<file path="src/rtl/led_blink_if.sv">
// LED drive bundle for the heartbeat blinker.
// Ports: led (blinker -> board pin), 1 = lit.
interface led_blink_if;
   logic led;

   modport master (output led);
   modport slave  (input  led);
endinterface

</file>
<file path="src/rtl/led_blink.sv">
// Free-running LED heartbeat: OFF_CYCLES low, ON_CYCLES high, repeating.
// Ports: clk, rst (async, active-low), bus.led (registered LED drive).
// Optional macro LED_PWM_EN dims the on phase to PWM_DUTY/2^PWM_W.
module led_blink #(
   parameter int CNT_W      = 16,
   parameter int ON_CYCLES  = 4,
   parameter int OFF_CYCLES = 4,
   parameter int PWM_W      = 4,
   parameter int PWM_DUTY   = 8
) (
   input  logic        clk,
   input  logic        rst,
   led_blink_if.master bus
);

   localparam longint CNT_SPAN = longint'(1) << CNT_W;

   if (ON_CYCLES < 1 || longint'(ON_CYCLES) > CNT_SPAN) begin : g_bad_on
      $error("led_blink: ON_CYCLES out of range");
   end
   if (OFF_CYCLES < 1 || longint'(OFF_CYCLES) > CNT_SPAN) begin : g_bad_off
      $error("led_blink: OFF_CYCLES out of range");
   end
   if (PWM_W < 1 || PWM_DUTY < 0) begin : g_bad_pwm
      $error("led_blink: PWM_W or PWM_DUTY out of range");
   end

   localparam logic [CNT_W-1:0] ON_LAST  = CNT_W'(ON_CYCLES - 1);
   localparam logic [CNT_W-1:0] OFF_LAST = CNT_W'(OFF_CYCLES - 1);

   typedef enum logic {
      S_OFF,
      S_ON
   } state_t;

   state_t           state;
   state_t           nxt_state;
   logic [CNT_W-1:0] cnt;
   logic [CNT_W-1:0] nxt_cnt;
   logic             led_q;
   logic             pwm_on;

   always_comb begin
      nxt_state = state;
      nxt_cnt   = cnt + CNT_W'(1);
      unique case (state)
         S_OFF: begin
            if (cnt == OFF_LAST) begin
               nxt_state = S_ON;
               nxt_cnt   = '0;
            end
         end
         S_ON: begin
            if (cnt == ON_LAST) begin
               nxt_state = S_OFF;
               nxt_cnt   = '0;
            end
         end
         default: begin
            nxt_state = S_OFF;
            nxt_cnt   = '0;
         end
      endcase
   end

`ifdef LED_PWM_EN
   logic [PWM_W-1:0] pwm_cnt;
   logic [PWM_W-1:0] nxt_pwm;

   // Free-running window counter; wraps naturally at 2^PWM_W.
   assign nxt_pwm = pwm_cnt + PWM_W'(1);
   // Widened compare so duties >= 2^PWM_W give solid on.
   assign pwm_on  = longint'(nxt_pwm) < longint'(PWM_DUTY);

   always_ff @(posedge clk or negedge rst) begin
      if (!rst) begin
         pwm_cnt <= '0;
      end else begin
         pwm_cnt <= nxt_pwm;
      end
   end
`else
   assign pwm_on = 1'b1;
`endif

   always_ff @(posedge clk or negedge rst) begin
      if (!rst) begin
         state <= S_OFF;
         cnt   <= '0;
         led_q <= 1'b0;
      end else begin
         state <= nxt_state;
         cnt   <= nxt_cnt;
         led_q <= (nxt_state == S_ON) && pwm_on;
      end
   end

   assign bus.led = led_q;

endmodule

</file>
<file path="src/flat_wrapper.sv">
// flat-port wrapper written by rule: the top's interface ports become plain ports
module led_blink_flat 
#(
   parameter int CNT_W      = 16,
   parameter int ON_CYCLES  = 4,
   parameter int OFF_CYCLES = 4,
   parameter int PWM_W      = 4,
   parameter int PWM_DUTY   = 8
)
  (clk, rst, bus_led);
  led_blink_if bus_i ();
  input  logic clk;
  input  logic rst;
  output wire logic [$bits(bus_i.led)-1:0] bus_led;
  assign bus_led = bus_i.led;
  led_blink #(.CNT_W(CNT_W), .ON_CYCLES(ON_CYCLES), .OFF_CYCLES(OFF_CYCLES), .PWM_W(PWM_W), .PWM_DUTY(PWM_DUTY)) u_core (.clk(clk), .rst(rst), .bus(bus_i));
endmodule
</file>
<file path="config.mk">
export PLATFORM = sky130hd
export DESIGN_NAME = led_blink_flat
export DESIGN_NICKNAME = d
export VERILOG_FILES = /design/src/rtl/led_blink_if.sv /design/src/rtl/led_blink.sv /design/src/flat_wrapper.sv
export SDC_FILE = /design/constraint.sdc
export NUM_CORES = 1
export LEC_CHECK = 0
export CAP_MARGIN = 15
export CORE_MARGIN = 3
export CORE_UTILIZATION = 56
export DETAILED_ROUTE_END_ITERATION = 7
export GPL_TIMING_DRIVEN = 0
export HOLD_SLACK_MARGIN = 0.03
export PLACE_DENSITY = 0.75
export REMOVE_ABC_BUFFERS = 1
export SYNTH_ARGS = -nofsm -noshare
export SYNTH_HDL_FRONTEND = slang
export SYNTH_SLANG_ARGS = --single-unit
export TNS_END_PERCENT = 50
</file>
<file path="constraint.sdc">
create_clock -name clk -period 1.8 [get_ports clk]
set_clock_uncertainty 0.15 [all_clocks]
set_input_delay 0.27 -clock clk [delete_from_list [all_inputs] [get_ports clk]]
set_output_delay 0.27 -clock clk [all_outputs]
set_load 0.005 [all_outputs]
</file>
* Word level (Yosys, flattened, before mapping)
Cells that the tools add are included.
** Storage, ports and cells
- Register bits after elaboration :: 17
- Input bits :: 2
- Output and inout bits :: 1
- Logic and storage cells :: 9
** Cells by class
- Add/subtract/negate cells :: 1
- Equal/unequal tests :: 1
- Mux-type cells :: 4
- Bitwise operators :: 1
** Operators with widths (number)
- 16-bit by 1-bit adder with 16-bit output, second input constant :: 1
- 16-bit by 2-bit == test with 1-bit output, second input constant :: 1
- 16-bit 2-to-1 mux :: 1
- 1-bit 2-to-1 mux :: 2
- 1-bit one-hot mux with 2 select lines :: 1
- 1-bit NOT :: 1

* Longest topological paths before layout
Gate-level depths: netlist of the first run.
- Depth in word-level cells :: 3
- Gate-level depth with buffers :: 5

* Least setup slack after synthesis of the first run
Ideal clock, no wire load.
- Path kind :: register -> register
- From :: register u_core.cnt[0]
- To :: register u_core.cnt[1]
- Library setup time :: 0.119 ns
- Data arrival time :: 1.204 ns
- Data required time :: 1.531 ns
- Slack :: 0.327 ns
- Stages on the path, launching flop included :: 5
- Buffers on the path :: 0
- Clock period less this slack :: 1.473 ns
- Cells stage by stage :: dfrtp_1 > ha_1 > nor4b_1 > nand4_1 > and2_1
** On the way
- Word-level cells in the longest chain between the ends :: 2
- Elaborated cells on any way between the ends :: 3
- Classes of those cells :: add/sub (1); eq/ne (1); mux (1)
** Ends and longest elaborated chain
- start: declaration :: RTL line led_blink.sv:38 : logic [CNT_W-1:0] cnt;
- start signal: assignment :: RTL line led_blink.sv:93 : cnt <= nxt_cnt;
- 16-bit by 1-bit adder with 16-bit output / 16-bit by 2-bit == test with 1-bit output (equally long branches) :: RTL line led_blink.sv:45, led_blink.sv:48, led_blink.sv:54
- 16-bit 2-to-1 mux * :: RTL line led_blink.sv:48, led_blink.sv:54
- via u_core.nxt_cnt[1] :: RTL line led_blink.sv:39 : logic [CNT_W-1:0] nxt_cnt;
Mark *: on every way through the listed nets, which the timed path passes. The rest lies on a longest branch.

* Worst setup path in the final report of the first run
- From :: register u_core.cnt[0]
- To :: register u_core.cnt[14]
The elaborated chain is that of the path after synthesis.

==> results of run 1 <==
## routing by layer
layer | GRT usage | part of all wire
met5 | 0 | 0
met4 | 0.0621 | 0.0056
met3 | 0.0254 | 0.033
met1 | 0.223 | 0.48
met2 | 0.213 | 0.48
## power by group
part / total, mW / switching [mW] / internal (mW) / leakage (nW)
Combinational: 0.00869 / 0.00678 / 0.00190 / 0.162
Sequential: 0.382 / 0 / 0.382 / 0.234
Clock: 0.194 / 0.108 / 0.0859 / 0.0150
Total: 0.584 / 0.115 / 0.469 / 0.411
## cells in the final DEF (no fill, tap or decap)
cell type,n
clkbuf_1,1
and2_1,1
dfrtp_1,17
nor3_1,1
and4_1,2
clkdlybuf4s50_1,2
nand4_1,4
nand4_2,1
nor2_1,5
nand3_2,1
xnor2_1,9
nor3_4,1
nand2_1,5
nand3_1,2
nor4_1,2
clkbuf_4,3
and3_1,3
ha_1,1
nor3_2,1
nor4b_2,1
xor2_1,6
## repair_timing
action	CTS	global route
hold buffers	0	0
resized for setup	0	1
endpoints found under the setup margin	0	2
## worst max-delay path by stage
stage / start / to / slack (ps) / depth (start not counted)
2_1_floorplan: u_core.cnt[0]$_DFF_PN0_ / u_core.cnt[1]$_DFF_PN0_ / 330 / 4
3_3_place_gp: u_core.cnt[0]$_DFF_PN0_ / u_core.cnt[1]$_DFF_PN0_ / 200 / 4
3_5_place_dp: u_core.cnt[0]$_DFF_PN0_ / u_core.cnt[1]$_DFF_PN0_ / 120 / 4
4_1_cts: u_core.cnt[0]$_DFF_PN0_ / u_core.cnt[1]$_DFF_PN0_ / 110 / 4
5_1_grt: u_core.cnt[0]$_DFF_PN0_ / u_core.cnt[1]$_DFF_PN0_ / 100 / 4
6_report: u_core.cnt[0]$_DFF_PN0_ / u_core.cnt[14]$_DFF_PN0_ / 170 / 5
## cells by family (layout without fill, tap and decap cells)
family                     Yosys count  after routing
xor gates and xnor gates            15             15
adders and majority gates            1              1
buffers and inverters                0              6
DFF                                 17             17
and+or+nand+nor                     30             30
## critical path, cell delays in order (launching register included)
cell and delay [ps]:
dfrtp_1 390, ha_1 270, nand4_1 140, nor3_2 230, and3_1 220, xor2_1 160
## area by class of cell
cell class / instances / share of cell area
clock buffers: 4 / 0.0317
multi-input cells: 46 / 0.410
flip-flops and latches: 17 / 0.513
well taps: 14 / 0.0211
repair buffers: 2 / 0.0241
## stage by stage
stage               instances  power, mW  utilization  hold slack (ps)
global route               83      0.610        0.699              326
global placement           79      0.398        0.672              312
CTS                        83      0.588        0.694              286
detailed placement         79      0.398        0.672              322
floorplan                  63      0.389            -             -176
finish                     83      0.584        0.699              263
## sequential cells by signal, summed over array words and instances, names as in the netlist
| register | count |
|---|---|
| u_core.cnt | 16 |
| u_core.state | 1 |
==> flow_summary.json, run 1 <==
{
  "drv_cap": 0,
  "avgSynthCellArea_um2": 12.1,
  "grt_pass1_vias": 483,
  "fill_cells": 92,
  "worst_slack_ps": 168,
  "yosys.area.top_type_share": 0.560,
  "worst_slew_pin_slew_ps": 722,
  "cp_max_fo": 5,
  "synth_top_area_cell": "dfrtp_1",
  "placed_area_um2": 797,
  "grt_overflow_total": 0,
  "ys_seq_elements": 17,
  "status": "completed",
  "grt_pass1_wl_mm": 2.08,
  "num_vias": 493,
  "synthAdderAreaFrac": 0.0165,
  "yosysWarnings": 0,
  "endpoint_kind": "flop",
  "synth_top_family_by_area": "simple AND/OR/NAND/NOR gates",
  "synth_area_leaders": "dfrtp_1 56%, xnor2_1 10%, xor2_1 6.9%",
  "grt_usage": 0.150,
  "multi_input_area_um2": 340,
  "hp-class": "input port to asynchronous set/reset pin",
  "r2r-end": "u_core.cnt[14]$_DFF_PN0_",
  "synth_xor_area_frac": 0.173,
  "path_class": "flop to flop",
  "synth_ff_type": "dfrtp_1",
  "r2r_start": "u_core.cnt[0]$_DFF_PN0_",
  "synthTopCellsByCount": "17 x dfrtp_1, 9 x xnor2_1, 6 x xor2_1",
  "max-slew-margin-rel": 0.517,
  "tns_ps": 0,
  "syn_to_final_growth_pct": 9.23,
  "vias_per_cell": 5.94,
  "leakagePower_nw": 0.411,
  "setup_viol": 0,
  "post_cts_buffers": 0,
  "synth.distinct_cells": 18,
  "grt_max_degree": 18,
  "cts.reportedPaths.clkPinSlew_ps": 90,
  "portBuffers": 2,
  "ir_drop_uv": 513,
  "fmax_mhz": 613,
  "yosys.area_share.simple": 0.250,
  "first_pass_iters": 4,
  "ys_seq_area_frac": 0.560,
  "dieWidth_um": 42.8,
  "rsz0062_at_grt": "no",
  "required_ps": 1860,
  "grt_antenna_before_repair": 0,
  "start_kind": "flop",
  "dp_slack_ps": 117,
  "syn_area_um2": 759,
  "power-per-cell-area_nw_per_um2": 704,
  "fin_nets": 73,
  "setup.reg_to_reg.worst_slack_ps": 170,
  "synth_compound_area_frac": 0,
  "fin_crit_ps": 1630,
  "rows": 12,
  "maxSlewViolCount": 0,
  "wl_mm": 1.26,
  "arrival_ps": 1690,
  "clockBufferDepth": 2,
  "drt_iter0_drc": 10,
  "final_area_um2": 830,
  "register_area_um2": 425,
  "cts_tree": "built",
  "synth_mux_area_frac": 0,
  "reg2regPathDepth": 5,
  "finalCritPeriodShare": 0.907,
  "wire_per_inst_um": 15.1,
  "drive_above_1_share": 0.116,
  "diodes": 0,
  "final-hold-violation-count": 0,
  "gp_congestion": 0.732,
  "synth_edf_count": 0,
  "remaining_drc_errors": 0,
  "dieArea_um2": 1830,
  "netlist_instances": 63,
  "start_util": 0.640,
  "die_h_um": 42.8,
  "yosysMostFrequentCell": "dfrtp_1",
  "async_reset_ff_frac": 1.00,
  "dp_hpwl_um": 874,
  "final_antenna_net_count": 0,
  "coreArea_um2": 1190,
  "htreeDepth": 1,
  "cts_sinks": 17,
  "clkLatencyLatePin_ps": 280,
  "cts-buffers-inserted": 3,
  "io_pins": 3,
  "cts-root-buf": "clkbuf_4"
}
No activity file was read; power rests on OpenSTA's default activity.
==> inputs of run 2 (changes only) <==
--- a/config.mk
+++ b/config.mk
@@ -12,7 +12,6 @@
 export GPL_TIMING_DRIVEN = 0
 export HOLD_SLACK_MARGIN = 0.03
 export PLACE_DENSITY = 0.75
-export REMOVE_ABC_BUFFERS = 1
 export SYNTH_ARGS = -nofsm -noshare
 export SYNTH_HDL_FRONTEND = slang
 export SYNTH_SLANG_ARGS = --single-unit
==> results of run 2 <==
Final layout, timing and power as in run 1 (identical DEF).
